### src/rtl/uart_pkg.sv
// Shared UART definitions: FSM state encoding and parity mode constants,
// common to the oversampling receiver and its transmit counterpart.
package uart_pkg;

    typedef enum logic [2:0] {
        ST_IDLE,
        ST_START,
        ST_DATA,
        ST_PARITY,
        ST_STOP
    } uart_state_t;

    localparam logic PAR_MODE_EVEN = 1'b0;
    localparam logic PAR_MODE_ODD  = 1'b1;

endpackage

### src/rtl/uart_rx_sync.sv
// Two-flop synchroniser for an idle-high serial line plus falling-edge detect.
// All flops reset to 1 so that reset never looks like a start edge.
module uart_rx_sync (
    input  logic i_Clock,
    input  logic i_reset,
    input  logic i_serial,
    output logic o_rx_s,
    output logic o_fall
);

    logic r_meta;
    logic r_sync;
    logic r_prev;

    always_ff @(posedge i_Clock or posedge i_reset) begin
        if (i_reset) begin
            r_meta <= 1'b1;
            r_sync <= 1'b1;
            r_prev <= 1'b1;
        end else begin
            r_meta <= i_serial;
            r_sync <= r_meta;
            r_prev <= r_sync;
        end
    end

    assign o_rx_s = r_sync;
    assign o_fall = r_prev & ~r_sync;

endmodule

### src/rtl/uart_rx_os.sv
// Oversampling UART receiver: mid-bit start validation, LSB-first data, STOP_BITS stop
// bits, framing error flag. Define UART_RX_PARITY_EN to add the parity bit and o_parity_err.
module uart_rx_os
    import uart_pkg::*;
#(
    parameter int DATA_BITS  = 8,
    parameter int OVERSAMPLE = 16,
    parameter int STOP_BITS  = 1,
    parameter int PARITY_ODD = 0
) (
    input  logic                 i_Clock,
    input  logic                 i_reset,
    input  logic                 i_bd,
    input  logic                 i_Rx_Serial,
    output logic                 o_Rx_Done,
    output logic [DATA_BITS-1:0] o_Rx_Byte,
    output logic                 o_frame_err,
    output logic                 o_parity_err,
    output logic                 o_busy
);

    localparam int TW = $clog2(OVERSAMPLE);
    localparam int BW = $clog2(DATA_BITS + 1);
    localparam logic [TW-1:0] TICK_LAST = TW'(OVERSAMPLE - 1);
    localparam logic [TW-1:0] TICK_HALF = TW'(OVERSAMPLE / 2 - 1);
    localparam logic [BW-1:0] BIT_LAST  = BW'(DATA_BITS - 1);
    localparam logic [BW-1:0] STOP_LAST = BW'(STOP_BITS - 1);

    if (DATA_BITS < 5 || DATA_BITS > 9 || OVERSAMPLE < 8 || OVERSAMPLE > 32 ||
        (OVERSAMPLE % 2) != 0 || STOP_BITS < 1 || STOP_BITS > 2 ||
        PARITY_ODD < 0 || PARITY_ODD > 1) begin : g_param_check
        $error("uart_rx_os: illegal parameter combination");
    end

    logic w_rx_s;
    logic w_fall;

    uart_rx_sync u_sync (
        .i_Clock  (i_Clock),
        .i_reset  (i_reset),
        .i_serial (i_Rx_Serial),
        .o_rx_s   (w_rx_s),
        .o_fall   (w_fall)
    );

    uart_state_t          r_state,     w_state_nx;
    logic [TW-1:0]        r_tick,      w_tick_nx;
    logic [BW-1:0]        r_bit,       w_bit_nx;
    logic [DATA_BITS-1:0] r_shift,     w_shift_nx;
    logic                 r_ferr_acc,  w_ferr_acc_nx;
    logic [DATA_BITS-1:0] r_byte,      w_byte_nx;
    logic                 r_frame_err, w_frame_err_nx;
    logic                 r_done,      w_done_nx;
    logic                 r_busy,      w_busy_nx;
`ifdef UART_RX_PARITY_EN
    logic                 r_perr_acc,  w_perr_acc_nx;
    logic                 r_parity_err, w_parity_err_nx;
    logic                 w_par_mode;
    assign w_par_mode = (PARITY_ODD != 0) ? PAR_MODE_ODD : PAR_MODE_EVEN;
`endif

    always_ff @(posedge i_Clock or posedge i_reset) begin
        if (i_reset) begin
            r_state     <= ST_IDLE;
            r_tick      <= '0;
            r_bit       <= '0;
            r_shift     <= '0;
            r_ferr_acc  <= 1'b0;
            r_byte      <= '0;
            r_frame_err <= 1'b0;
            r_done      <= 1'b0;
            r_busy      <= 1'b0;
`ifdef UART_RX_PARITY_EN
            r_perr_acc   <= 1'b0;
            r_parity_err <= 1'b0;
`endif
        end else begin
            r_state     <= w_state_nx;
            r_tick      <= w_tick_nx;
            r_bit       <= w_bit_nx;
            r_shift     <= w_shift_nx;
            r_ferr_acc  <= w_ferr_acc_nx;
            r_byte      <= w_byte_nx;
            r_frame_err <= w_frame_err_nx;
            r_done      <= w_done_nx;
            r_busy      <= w_busy_nx;
`ifdef UART_RX_PARITY_EN
            r_perr_acc   <= w_perr_acc_nx;
            r_parity_err <= w_parity_err_nx;
`endif
        end
    end

    always_comb begin
        w_state_nx     = r_state;
        w_tick_nx      = r_tick;
        w_bit_nx       = r_bit;
        w_shift_nx     = r_shift;
        w_ferr_acc_nx  = r_ferr_acc;
        w_byte_nx      = r_byte;
        w_frame_err_nx = r_frame_err;
        w_done_nx      = 1'b0;
`ifdef UART_RX_PARITY_EN
        w_perr_acc_nx   = r_perr_acc;
        w_parity_err_nx = r_parity_err;
`endif
        case (r_state)
            ST_IDLE: begin
                // Edge-triggered start: a line held low (break) never re-arms the receiver.
                if (w_fall) begin
                    w_state_nx = ST_START;
                    w_tick_nx  = '0;
                end
            end
            ST_START: begin
                if (i_bd) begin
                    if (r_tick == TICK_HALF) begin
                        w_tick_nx  = '0;
                        w_bit_nx   = '0;
                        w_state_nx = w_rx_s ? ST_IDLE : ST_DATA;
                    end else begin
                        w_tick_nx = r_tick + 1'b1;
                    end
                end
            end
            ST_DATA: begin
                if (i_bd) begin
                    if (r_tick == TICK_LAST) begin
                        w_tick_nx  = '0;
                        w_shift_nx = {w_rx_s, r_shift[DATA_BITS-1:1]};
                        if (r_bit == BIT_LAST) begin
                            w_bit_nx      = '0;
                            w_ferr_acc_nx = 1'b0;
`ifdef UART_RX_PARITY_EN
                            w_state_nx = ST_PARITY;
`else
                            w_state_nx = ST_STOP;
`endif
                        end else begin
                            w_bit_nx = r_bit + 1'b1;
                        end
                    end else begin
                        w_tick_nx = r_tick + 1'b1;
                    end
                end
            end
`ifdef UART_RX_PARITY_EN
            ST_PARITY: begin
                if (i_bd) begin
                    if (r_tick == TICK_LAST) begin
                        w_tick_nx     = '0;
                        w_perr_acc_nx = ((^r_shift) ^ w_rx_s) != w_par_mode;
                        w_state_nx    = ST_STOP;
                    end else begin
                        w_tick_nx = r_tick + 1'b1;
                    end
                end
            end
`endif
            ST_STOP: begin
                if (i_bd) begin
                    if (r_tick == TICK_LAST) begin
                        w_tick_nx = '0;
                        if (r_bit == STOP_LAST) begin
                            w_byte_nx      = r_shift;
                            w_frame_err_nx = r_ferr_acc | ~w_rx_s;
`ifdef UART_RX_PARITY_EN
                            w_parity_err_nx = r_perr_acc;
`endif
                            w_done_nx  = 1'b1;
                            w_state_nx = ST_IDLE;
                        end else begin
                            w_bit_nx      = r_bit + 1'b1;
                            w_ferr_acc_nx = r_ferr_acc | ~w_rx_s;
                        end
                    end else begin
                        w_tick_nx = r_tick + 1'b1;
                    end
                end
            end
            default: w_state_nx = ST_IDLE;
        endcase
        w_busy_nx = (w_state_nx != ST_IDLE);
    end

    assign o_Rx_Done   = r_done;
    assign o_Rx_Byte   = r_byte;
    assign o_frame_err = r_frame_err;
    assign o_busy      = r_busy;
`ifdef UART_RX_PARITY_EN
    assign o_parity_err = r_parity_err;
`else
    assign o_parity_err = 1'b0;
`endif

endmodule

### config.mk
export PLATFORM = sky130hd
export DESIGN_NAME = uart_rx_os
export DESIGN_NICKNAME = d
export VERILOG_FILES = /design/src/rtl/uart_pkg.sv /design/src/rtl/uart_rx_sync.sv /design/src/rtl/uart_rx_os.sv
export SDC_FILE = /design/constraint.sdc
export NUM_CORES = 1
export LEC_CHECK = 0
export CELL_PAD_IN_SITES_DETAIL_PLACEMENT = 1
export CELL_PAD_IN_SITES_GLOBAL_PLACEMENT = 1
export CORE_MARGIN = 5
export CORE_UTILIZATION = 45
export DETAILED_ROUTE_END_ITERATION = 10
export PLACE_DENSITY = 0.75
export SETUP_SLACK_MARGIN = 0.4
export SYNTH_ARGS = -nofsm -noshare
export SYNTH_HDL_FRONTEND = slang
export SYNTH_SLANG_ARGS = --single-unit
### constraint.sdc
create_clock -name i_Clock -period 2.95 [get_ports i_Clock]
set_input_delay 0.59 -clock i_Clock [delete_from_list [all_inputs] [get_ports i_Clock]]
set_output_delay 0.59 -clock i_Clock [all_outputs]
set_load 0.01 [all_outputs]
==> impl_results.html <==
<table>
<tr><th>Metric</th><th>Value</th></tr>
<tr><th colspan="2">Global route</th></tr>
<tr><td>Pin count of the biggest net entering global routing</td><td>35</td></tr>
<tr><td>Gr usage total</td><td>0.1650</td></tr>
<tr><td>Vias in the first global route</td><td>1302</td></tr>
<tr><td>Antenna violations before repair</td><td>0</td></tr>
<tr><td>First-pass GRT wire length</td><td>6541 um</td></tr>
<tr><td>Global-route congestion overflow total</td><td>0</td></tr>
<tr><th colspan="2">Cells and area</th></tr>
<tr><td>Total number of nets in the final design</td><td>164</td></tr>
<tr><td>Antenna diodes</td><td>0</td></tr>
<tr><td>Most frequent standard cell in the layout excluding fill and tap cells</td><td>dfrtp_1</td></tr>
<tr><td>Sequential cell area</td><td>854.6 um2</td></tr>
<tr><td>Area of combinational cells with multiple inputs</td><td>795.8 um2</td></tr>
<tr><td>Post-Route Utilization</td><td>0.5522</td></tr>
<tr><td>Fraction of final layout cells with drive strength greater than 1</td><td>0.2278</td></tr>
<tr><td>Filler Cell Count</td><td>393</td></tr>
<tr><td>Area growth from synthesis to layout</td><td>17.46%</td></tr>
<tr><td>Most used cells in the layout excluding fill and tap cells</td><td>31 x dfrtp_1, 14 x clkdlybuf4s50_1, 9 x mux2_2, 9 x inv_1, 7 x mux2_1</td></tr>
<tr><td>Non-Filler Cell Area, Final</td><td>2037 um2</td></tr>
<tr><th colspan="2">Detailed routing</th></tr>
<tr><td>DR WL/cell</td><td>17.49 um</td></tr>
<tr><td>Remaining antenna violation count</td><td>0</td></tr>
<tr><td>Number of vias in the routed layout</td><td>1173</td></tr>
<tr><td>Number of design rule violations left after detail routing</td><td>0</td></tr>
<tr><td>Number of vias per cell after detailed routing</td><td>5.694</td></tr>
<tr><td>Final routed wirelength across all metal layers</td><td>3603 um</td></tr>
<tr><td>First-pass iteration count of the detailed router</td><td>4</td></tr>
<tr><td>Number of design-rule violations left by the first detailed-router iteration</td><td>71</td></tr>
<tr><th colspan="2">Place</th></tr>
<tr><td>Number of port buffers</td><td>14</td></tr>
<tr><td>Post-DP HPWL</td><td>2560 um</td></tr>
<tr><td>Final weighted congestion of routability-driven global placement</td><td>0.8099</td></tr>
<tr><td>Instance area at placement</td><td>1899 um2</td></tr>
<tr><th colspan="2">Clock network</th></tr>
<tr><td>Setup fix buffers added after clock tree synthesis</td><td>0</td></tr>
<tr><td>Largest buffer count on any clock path</td><td>2</td></tr>
<tr><td>CTS Buf Count</td><td>5</td></tr>
<tr><td>Clock-pin transition on the worst setup and hold timing paths</td><td>70 ps</td></tr>
<tr><td>Clock tree from TritonCTS</td><td>yes</td></tr>
<tr><td># clock sinks</td><td>34</td></tr>
<tr><td>Master cell of the clock root buffer</td><td>clkbuf_8</td></tr>
<tr><td>Hold-fix buffer count after cts</td><td>0</td></tr>
<tr><td>CTS H-tree lvls</td><td>2</td></tr>
<tr><td># resized after CTS</td><td>0</td></tr>
<tr><td>Source-to-sink clock delay at the later pin of the worst-skew pair</td><td>290 ps</td></tr>
<tr><th colspan="2">Hold path</th></tr>
<tr><td>Worst Min Path Start</td><td>u_sync.r_meta</td></tr>
<tr><td>Worst hold path class</td><td>flop to flop</td></tr>
<tr><td>Destination of the worst hold path</td><td>u_sync.o_rx_s</td></tr>
<tr><td>Hold Path Depth</td><td>0</td></tr>
<tr><th colspan="2">Critical path</th></tr>
<tr><td>Element type at the critical path start</td><td>input port</td></tr>
<tr><td>Crit Reg-Reg Startpoint</td><td>r_bit[0]</td></tr>
<tr><td>Critical Path Max Stage Delay</td><td>660 ps</td></tr>
<tr><td>Critical path arrival</td><td>2460 ps</td></tr>
<tr><td>Crit path max fanout</td><td>7</td></tr>
<tr><td>Setup CP Type</td><td>input port to flop</td></tr>
<tr><td>Worst path cell trace</td><td>clkdlybuf4s50_1, nand4_4, nor4_4, buf_4, mux2_2</td></tr>
<tr><td>Critical path's top delay family</td><td>buffers and inverters</td></tr>
<tr><td>CP bufs+invs</td><td>2</td></tr>
<tr><td>Slowest-stage cell, CP</td><td>clkdlybuf4s50_1</td></tr>
<tr><td>Worst path required time</td><td>3120 ps</td></tr>
<tr><td>Reg2reg setup slack</td><td>890 ps</td></tr>
<tr><td>Setup crit start</td><td>i_bd</td></tr>
<tr><td>FF-to-FF End</td><td>o_Rx_Byte[7]</td></tr>
<tr><td>Crit path capture type</td><td>flop</td></tr>
<tr><td>Number of cells on the worst reg-to-reg path</td><td>6</td></tr>
<tr><th colspan="2">Synthesis</th></tr>
<tr><td>Yosys synthesis warning count</td><td>0</td></tr>
<tr><td>Number of enable flip-flop cells after synthesis</td><td>0</td></tr>
<tr><td>Distinct cells, synth</td><td>57</td></tr>
<tr><td>Average cell area after synthesis</td><td>12.39 um2</td></tr>
<tr><td>Mapped Cells</td><td>140</td></tr>
<tr><td>Post-synthesis async set-or-reset flop share</td><td>1.000</td></tr>
<tr><td>Syn_nets</td><td>147</td></tr>
<tr><td>Sequential-to-total area share from yosys stat</td><td>0.4928</td></tr>
<tr><td>Most common flop cell mapped by yosys</td><td>dfrtp_1</td></tr>
<tr><td>Post-Synthesis Cell Area</td><td>1734 um2</td></tr>
<tr><td>Total of flip-flops plus latches after synthesis</td><td>34</td></tr>
<tr><th colspan="2">Pwr</th></tr>
<tr><td>Share of total power consumed by net switching</td><td>0.2992</td></tr>
<tr><td>Net Sw Power</td><td>0.4320 mW</td></tr>
<tr><td>VDD IR max</td><td>0.0004217 V</td></tr>
<tr><td>Power, Total</td><td>1.444 mW</td></tr>
<tr><td>Cell Pwr Density</td><td>708.9 nW/um2</td></tr>
<tr><td>Part of the power in combinational logic</td><td>0.226</td></tr>
<tr><td>Fraction of power consumed by sequential logic</td><td>0.420</td></tr>
<tr><td>Static leakage</td><td>0.9050 nW</td></tr>
<tr><td>Total internal power</td><td>1.012 mW</td></tr>
<tr><td>Relative contribution of the clock network to total power</td><td>0.354</td></tr>
<tr><th colspan="2">STA</th></tr>
<tr><td>Worst max-slew margin expressed relative to the limit</td><td>0.5345</td></tr>
<tr><td>Upper clock frequency limit</td><td>437.7 MHz</td></tr>
<tr><td>Count of endpoints failing hold in the final timing report</td><td>0</td></tr>
<tr><td>RSZ-0062 raised after global routing</td><td>false</td></tr>
<tr><td>Number of max-slew violations in the final report</td><td>0</td></tr>
<tr><td>Final Cycle Share</td><td>0.7745</td></tr>
<tr><td>Least-Margin Pin Slew</td><td>698.3 ps</td></tr>
<tr><td>Largest clock skew in the final design</td><td>4.058 ps</td></tr>
<tr><td>Clock period minus final worst setup slack</td><td>2285 ps</td></tr>
<tr><td>Count of endpoints failing setup in the final report</td><td>0</td></tr>
<tr><td>Final TNS setup</td><td>0 ps</td></tr>
<tr><th colspan="2">Floorplan</th></tr>
<tr><td>Number of rows created at floorplan</td><td>22</td></tr>
<tr><td>Core outline area</td><td>3689 um2</td></tr>
<tr><td>Effective utilization at floorplan</td><td>0.4701</td></tr>
<tr><td>Die width</td><td>72.08 um</td></tr>
<tr><td>Total I/O pin count</td><td>16</td></tr>
<tr><td>Vertical extent of the die</td><td>72.08 um</td></tr>
<tr><td>Area enclosed by the die boundary</td><td>5196 um2</td></tr>
<tr><th colspan="2">Status</th></tr>
<tr><td>Run status</td><td>completed</td></tr>
<tr><th colspan="2">Job</th></tr>
<tr><td>Max Cap Violations</td><td>0</td></tr>
</table>
## sequential cells by signal (all words and copies together) (netlist names)
| signal | cells |
|---|---|
| u_sync.o_rx_s | 1 |
| r_state | 3 |
| o_busy | 1 |
| r_ferr_acc | 1 |
| r_tick | 4 |
| u_sync.r_meta | 1 |
| u_sync.r_prev | 1 |
| r_bit | 4 |
| r_shift | 8 |
| o_frame_err | 1 |
| o_Rx_Byte | 8 |
| o_Rx_Done | 1 |
## synth_stat cells, types with 3 or more instances
cell type | n | area, um2
a21oi_1 | 3 | 15.01
o21ai_0 | 3 | 15.01
mux2_1 | 7 | 78.83
ha_1 | 3 | 37.54
dfrtp_1 | 31 | 775.7
inv_1 | 9 | 33.78
mux2_2 | 9 | 101.4
nor2_1 | 4 | 15.01
a211o_1 | 3 | 26.28
buf_4 | 3 | 22.52
dfstp_2 | 3 | 78.83
nand3_1 | 4 | 20.02
## how the worst max path moves through the flow
stage	cells after the start	end
3_3_place_gp	5	o_Rx_Byte[7]
5_1_grt	5	o_Rx_Byte[7]
3_5_place_dp	5	o_Rx_Byte[7]
6_report	5	o_Rx_Byte[7]
2_1_floorplan	6	o_Rx_Byte[0]
4_1_cts	5	o_Rx_Byte[7]
## cell type report
cell class / instances / area share
Tap cell: 48 / 0.02948
Inverter: 9 / 0.01658
Sequential cell: 34 / 0.4195
Timing Repair Buffer: 16 / 0.07617
Multi-Input combinational cell: 91 / 0.3907
Clock inverter: 3 / 0.03378
Clock buffer: 5 / 0.03378
## kinds of logic after synthesis
group | count (synthesis) | share of synthesized area
and+or+nand+nor | 39 | 0.1732
DFF | 34 | 0.4928
AOI/OAI and AO/OA | 28 | 0.1328
muxes | 19 | 0.1241
buffers and inverters | 15 | 0.04833
adders and majority gates | 3 | 0.02165
other | 1 | 0.002162
xor gates and xnor gates | 1 | 0.005051
## per-layer routing
| metal | part of all wire | GRT usage | vias to the layer above |
|---|---|---|---|
| met3 | 0.028 | 0.04709 | 8 |
| met2 | 0.53 | 0.2730 | 14 |
| met5 | 0 | 0 | - |
| met4 | 0.020 | 0.06681 | 0 |
| li1 | - | - | 554 |
| met1 | 0.42 | 0.2016 | 597 |
## metrics by stage
stage	instances	setup WS [ps]	hold slack [ps]
3_3_place_gp	198	410.7	346.9
4_1_cts	206	641.7	364.6
6_report	206	665.2	361.8
5_1_grt	206	573.6	364.1
3_5_place_dp	198	369.3	347.3
2_1_floorplan	140	1174	345.2
## power groups by stage
stage	sequential, mW	clock, mW	combinational (mW)
final	0.607	0.511	0.326
after global routing	0.623	0.556	0.364
after CTS	0.608	0.525	0.328
after detailed placement	0.616	0	0.324
after global placement	0.610	0	0.311
after floorplan	0.575	0	0.281
Note: power is estimated with default switching activity, not from simulation.
